$ cat src/rtl/rf_arb_pkg.sv
// rtl/rf_arb_pkg.sv - shared types and defaults for the two-port register-file arbiter
package rf_arb_pkg;

   typedef enum logic {
      ST_INIT = 1'b0,
      ST_RUN  = 1'b1
   } state_e;

   localparam int         RF_AW       = 6;
   localparam int         RF_DW       = 16;
   localparam int         DEPTH       = 2 ** RF_AW;
   localparam logic [2:0] EMA_DEFAULT = 3'b000;

endpackage

$ cat src/rtl/rr_arbiter.sv
// rtl/rr_arbiter.sv - round-robin arbiter: first request at or after ptr_i, wrapping
module rr_arbiter #(
   parameter int N = 2,
   localparam int IW = (N > 1) ? $clog2(N) : 1
) (
   input  logic [N-1:0]  req_i,
   input  logic [IW-1:0] ptr_i,
   output logic [N-1:0]  gnt_o,
   output logic [IW-1:0] idx_o,
   output logic          any_o
);

   assign any_o = |req_i;

   always_comb begin
      int            cand;
      logic [IW-1:0] cand_idx;
      logic          found;
      gnt_o    = '0;
      idx_o    = '0;
      found    = 1'b0;
      cand     = 0;
      cand_idx = '0;
      for (int off = 0; off < N; off++) begin
         cand = int'(ptr_i) + off;
         if (cand >= N) cand = cand - N;
         cand_idx = IW'(cand);
         if (!found && req_i[cand_idx]) begin
            found           = 1'b1;
            gnt_o[cand_idx] = 1'b1;
            idx_o           = cand_idx;
         end
      end
   end

endmodule

$ cat src/rtl/rf_2p_access_arbiter.sv
// rtl/rf_2p_access_arbiter.sv - arbitrates read/write requesters onto a 2-port RF macro, zero-fills after reset
module rf_2p_access_arbiter
   import rf_arb_pkg::*;
#(
   parameter int         AW      = $clog2(DEPTH),
   parameter int         DW      = RF_DW,
   parameter int         NW      = 2,
   parameter int         NR      = 2,
   parameter logic [2:0] EMA_VAL = EMA_DEFAULT,
   parameter int         INIT_EN = 1,
   localparam int        WIW     = (NW > 1) ? $clog2(NW) : 1,
   localparam int        RIW     = (NR > 1) ? $clog2(NR) : 1
) (
   input  logic             clk,
   input  logic             reset,
   input  logic [NW-1:0]    wr_req,
   input  logic [NW*AW-1:0] wr_addr,
   input  logic [NW*DW-1:0] wr_data,
   output logic [NW-1:0]    wr_gnt,
   input  logic [NR-1:0]    rd_req,
   input  logic [NR*AW-1:0] rd_addr,
   output logic [NR-1:0]    rd_gnt,
   output logic             rd_valid,
   output logic [RIW-1:0]   rd_id,
   output logic [DW-1:0]    rd_data,
   output logic             init_done,
   output logic             rf_cena,
   output logic [AW-1:0]    rf_aa,
   input  logic [DW-1:0]    rf_qa,
   output logic             rf_cenb,
   output logic [AW-1:0]    rf_ab,
   output logic [DW-1:0]    rf_db,
   output logic [2:0]       rf_emaa,
   output logic [2:0]       rf_emab
);

   state_e          state_q;
   logic [AW-1:0]   init_cnt_q;
   logic [WIW-1:0]  wr_ptr_q, wr_ptr_d, wr_idx;
   logic [RIW-1:0]  rd_ptr_q, rd_ptr_d, rd_idx;
   logic [NW-1:0]   wr_gnt_raw;
   logic [NR-1:0]   rd_gnt_raw;
   logic            wr_any, rd_any;
   logic            run, in_init, wr_go, rd_go, collide;
   logic [AW-1:0]   wa_arr [NW];
   logic [DW-1:0]   wd_arr [NW];
   logic [AW-1:0]   ra_arr [NR];
   logic [AW-1:0]   wr_sel_addr, rd_sel_addr;
   logic [DW-1:0]   wr_sel_data;
   logic [AW-1:0]   aa_q, ab_q;
   logic [DW-1:0]   db_q;
   logic            s1_valid_q, rd_valid_q;
   logic [RIW-1:0]  s1_id_q, rd_id_q;
   logic [DW-1:0]   rd_data_q;

   // Macro inputs are combinational so the macro latches in the grant cycle.
   always_ff @(posedge clk) begin
      if (reset) begin
         state_q    <= (INIT_EN != 0) ? ST_INIT : ST_RUN;
         init_cnt_q <= '0;
      end else if (state_q == ST_INIT) begin
         init_cnt_q <= init_cnt_q + 1'b1;
         if (&init_cnt_q) state_q <= ST_RUN;
      end
   end

   assign run       = !reset && (state_q == ST_RUN);
   assign in_init   = !reset && (state_q == ST_INIT);
   assign init_done = run;

   always_comb begin
      for (int i = 0; i < NW; i++) begin
         wa_arr[i] = wr_addr[i*AW +: AW];
         wd_arr[i] = wr_data[i*DW +: DW];
      end
      for (int i = 0; i < NR; i++) ra_arr[i] = rd_addr[i*AW +: AW];
   end

   rr_arbiter #(.N(NW)) u_wr_arb (
      .req_i (wr_req),
      .ptr_i (wr_ptr_q),
      .gnt_o (wr_gnt_raw),
      .idx_o (wr_idx),
      .any_o (wr_any)
   );

   rr_arbiter #(.N(NR)) u_rd_arb (
      .req_i (rd_req),
      .ptr_i (rd_ptr_q),
      .gnt_o (rd_gnt_raw),
      .idx_o (rd_idx),
      .any_o (rd_any)
   );

   assign wr_sel_addr = wa_arr[wr_idx];
   assign wr_sel_data = wd_arr[wr_idx];
   assign rd_sel_addr = ra_arr[rd_idx];

   // Same-address read yields to the write and retries, so it returns the new data.
   assign wr_go   = run && wr_any;
   assign collide = wr_go && rd_any && (rd_sel_addr == wr_sel_addr);
   assign rd_go   = run && rd_any && !collide;

   assign wr_ptr_d = (int'(wr_idx) == NW - 1) ? '0 : wr_idx + 1'b1;
   assign rd_ptr_d = (int'(rd_idx) == NR - 1) ? '0 : rd_idx + 1'b1;

   assign wr_gnt  = wr_go ? wr_gnt_raw : '0;
   assign rd_gnt  = rd_go ? rd_gnt_raw : '0;
   assign rf_cenb = !(wr_go || in_init);
   assign rf_cena = !rd_go;
   assign rf_emaa = EMA_VAL;
   assign rf_emab = EMA_VAL;

   always_comb begin
      rf_ab = ab_q;
      rf_db = db_q;
      rf_aa = aa_q;
      if (reset) begin
         rf_ab = '0;
         rf_db = '0;
         rf_aa = '0;
      end else begin
         if (in_init) begin
            rf_ab = init_cnt_q;
            rf_db = '0;
         end else if (wr_go) begin
            rf_ab = wr_sel_addr;
            rf_db = wr_sel_data;
         end
         if (rd_go) rf_aa = rd_sel_addr;
      end
   end

   always_ff @(posedge clk) begin
      if (reset) begin
         wr_ptr_q   <= '0;
         rd_ptr_q   <= '0;
         aa_q       <= '0;
         ab_q       <= '0;
         db_q       <= '0;
         s1_valid_q <= 1'b0;
         s1_id_q    <= '0;
         rd_valid_q <= 1'b0;
         rd_id_q    <= '0;
         rd_data_q  <= '0;
      end else begin
         if (in_init) begin
            ab_q <= init_cnt_q;
            db_q <= '0;
         end else if (wr_go) begin
            wr_ptr_q <= wr_ptr_d;
            ab_q     <= wr_sel_addr;
            db_q     <= wr_sel_data;
         end
         if (rd_go) begin
            rd_ptr_q <= rd_ptr_d;
            aa_q     <= rd_sel_addr;
         end
         s1_valid_q <= rd_go;
         s1_id_q    <= rd_idx;
         rd_valid_q <= s1_valid_q;
         if (s1_valid_q) begin
            rd_id_q   <= s1_id_q;
            rd_data_q <= rf_qa;
         end
      end
   end

   assign rd_valid = rd_valid_q;
   assign rd_id    = rd_id_q;
   assign rd_data  = rd_data_q;

endmodule

$ cat config.mk
export PLATFORM = sky130hd
export DESIGN_NAME = rf_2p_access_arbiter
export DESIGN_NICKNAME = d
export VERILOG_FILES = /design/src/rtl/rf_arb_pkg.sv /design/src/rtl/rr_arbiter.sv /design/src/rtl/rf_2p_access_arbiter.sv
export SDC_FILE = /design/constraint.sdc
export NUM_CORES = 1
export LEC_CHECK = 0
export BUFFER_PORTS_ARGS = -buffer_cell sky130_fd_sc_hd__buf_2
export CORE_ASPECT_RATIO = 1.1
export CORE_MARGIN = 2
export CORE_UTILIZATION = 35
export DETAILED_ROUTE_END_ITERATION = 8
export GPL_TIMING_DRIVEN = 1
export HOLD_SLACK_MARGIN = 0.08
export SETUP_SLACK_MARGIN = 0.3
export SLEW_MARGIN = 20
export SYNTH_ARGS = -nofsm -noshare
export SYNTH_HDL_FRONTEND = slang
export SYNTH_SLANG_ARGS = --single-unit
$ cat constraint.sdc
create_clock -name clk -period 5.4 [get_ports clk]
set_clock_uncertainty 0.1 [all_clocks]
set_input_delay 0.27 -clock clk [delete_from_list [all_inputs] [get_ports clk]]
set_output_delay 0.27 -clock clk [all_outputs]
set_load 0.005 [all_outputs]
==> reports/qor.txt <==
commonest non-fill, non-tap cell in the layout - buf_2
Residual DRC - 0
yosys warns - 0
Worst Tran Pin Value - 0.948 ns
Crit path required time - 5.03 ns
final net count - 528
ys async rst share - 0%
Yosys top cell area share - 41.9%
placed insts - 529
die width - 88.2 um
GRT Overall Usage - 17.1%
# rows - 33
Synth area leader - dfxtp_1
gpl congestion - 0.863
post_cts resized - 0
Hold Violations, Final - 0
number of global-route vias before repair - 2454
TritonCTS clock tree - yes
RSZ-0062 raised after global routing - no
Hold Crit Depth - 3
DR WL/cell - 13.0 um
worst flop-to-flop path startpoint - wr_ptr_q
Netlist cell types - 44
Final ANT Viol Nets - 0
ratio of final minimum period to clock period - 71.7%
number of flops mapped to enable cells by yosys - 0
die height - 96.6 um
initial core utilization - 36.3%
hold path start - rf_qa[12]
layout cell share with drive strength beyond 1 - 34.9%
Lkg Pwr - 1.71 nW
dominant synthesized flop cell - dfxtp_1
Die Footprint - 8510 sq um
total gr overflow - 0
largest net degree at the start of global routing - 59
Core Box Area - 7510 sq um
slew margin rel. - 36.7%
R2R Path End - aa_q[0]
Worst Path Arrival - 3.50 ns
initial antenna violation count - 0
FMAX - 258 MHz
setup TNS - 0 ns
Inserted Diodes - 0
R2R setup slack - 2.19 ns
total power - 0.000984 W
Vias - 2737
TritonCTS buffer count - 9
Starting DRT DRC Count - 92
Worst-path clk slew - 0.06 ns
most frequent cells in the layout - buf_2 (130), dfxtp_1 (57), nor2_1 (47), nand3_1 (23), nand2_1 (23)
Seq/Total Area, Yosys - 41.9%
critical path class - register to output port
H-tree depth - 3
clk_lat worst skew - 0.33 ns
Worst Path Max Fanout - 23
CTS Root Cell - clkbuf_8
synth top area cells - dfxtp_1 (42%), mux2i_1 (7.3%), a311oi_1 (7.1%)
cell count after synthesis - 318
CP startpoint kind - register
worst-case vdd ir drop - 0.0976 mV
MaxCap Viol Count - 0
area grow syn2layout - 37.7%
first-pass GRT wire length - 11200 um
clock buffer depth - 2
I/O Buffers - 130
HP Class - input port to register
Pre-antenna DRT Iters - 4
CTS sink cnt - 57
number of I/O pins - 137
endpoint type of the worst setup path - output port
post-DP HPWL - 5030 um
Setup-failing EPs final - 0
Cell Count, Final, Fillers Out - 558
FF-to-FF path depth - 7
Hold EP - rd_data[12]
synthesized cell area - 2730 sq um
FF+latch count, synth - 57
Slew Viols, Final - 0
status - completed
Cell Pwr Density - 262 nW/um^2
vias per std cell - 4.91
fin crit period - 3.87 ns
Mapped Avg Cell Area - 8.57 sq um
final WL - 7260 um
-- state kept, by name, indices dropped and copies added (netlist names) --
signal      flops
aa_q            6
ab_q            6
db_q           16
init_cnt_q      6
rd_data        16
rd_id           1
rd_ptr_q        1
rd_valid        1
s1_id_q         1
s1_valid_q      1
state_q         1
wr_ptr_q        1
-- what timing repair did --
item | CTS | global route
endpoints found under the setup margin | 0 | 0
hold buffers | 14 | 0
setup buffers | 0 | 0
endpoints found under the hold margin | 14 | 0
-- cell families after synthesis --
| family | synth area share [%] |
|---|---|
| and+or+nand+nor | 20.6 |
| AOI/OAI and AO/OA | 21.4 |
| DFF | 41.9 |
| buffers and inverters | 6.56 |
| muxes | 7.34 |
| xor gates and xnor gates | 1.61 |
| adders and majority gates | 0.459 |
| other | 0.138 |
-- Yosys cell counts, types with 3 or more instances --
| cell | number |
|---|---|
| o21ai_0 | 6 |
| clkbuf_1 | 17 |
| a21oi_1 | 21 |
| xor2_1 | 3 |
| mux2i_1 | 20 |
| and3_1 | 7 |
| a21boi_1 | 4 |
| nand3_1 | 23 |
| dfxtp_1 | 57 |
| nor2_1 | 48 |
| buf_1 | 4 |
| o21ai_1 | 4 |
| o211a_1 | 4 |
| a31oi_1 | 6 |
| nand2_1 | 23 |
| nor2b_1 | 3 |
| a211oi_1 | 6 |
| a311oi_1 | 22 |
| buf_4 | 6 |
| buf_6 | 3 |
-- power breakdown --
group | leakage, nW | internal, W | switching (W) | total [W]
logic | 1.14 | 0.0000483 | 0.0000524 | 0.000101
clock network | 0.116 | 0.000295 | 0.000161 | 0.000456
registers | 0.460 | 0.000424 | 0.00000260 | 0.000427
total | 1.71 | 0.000768 | 0.000216 | 0.000984
-- worst max-delay path: stages, from the launching register on --
cell and delay (ns):
dfxtp_1 0.36, nand2b_2 0.42, nand2_1 0.50, mux2i_1 0.43
xnor2_1 0.15, a41oi_2 0.61, a21oi_1 0.16, a311oi_1 0.36
buf_2 0.18
-- cell type report --
type                       instances  area (sq um)
clock buffer                      13           169
clock inverter                     2          60.1
fill                             741          3760
inverter                           3          11.3
multi-input combinational        231          1430
sequential                        57          1140
tap                              105           131
timing repair buffer             147           813
-- through the flow --
stage          instance area (sq um)  util (%)  hold WS [ns]  worst slack, ns
2_1_floorplan                   2750         -         0.318             3.07
3_3_place_gp                    3380      45.0         0.352             2.10
3_5_place_dp                    3380      45.0         0.361             1.89
4_1_cts                         3750      50.0        0.0816             1.49
5_1_grt                         3750      50.0         0.103             1.25
6_report                        3750      50.0        0.0883             1.53
-- worst max path at each step --
| stage | start | to | slack [ns] | depth (start not counted) |
|---|---|---|---|---|
| floorplan | rd_ptr_q | rf_aa[0] | 3.07 | 8 |
| global placement | wr_ptr_q | rf_aa[2] | 2.10 | 8 |
| detailed placement | wr_ptr_q | rf_aa[0] | 1.89 | 8 |
| CTS | wr_ptr_q | rf_aa[0] | 1.49 | 8 |
| global route | wr_ptr_q | rf_aa[2] | 1.25 | 8 |
| finish | wr_ptr_q | rf_aa[0] | 1.53 | 8 |
-- layer usage --
layer,wire length [um],track usage [%],vias to the layer above
met3,458,4.33,15
met4,155,9.09,0
li1,-,-,1397
met2,3440,27.7,102
met5,0,0,-
met1,3210,20.9,1223
(Power assumes the default switching activity.)
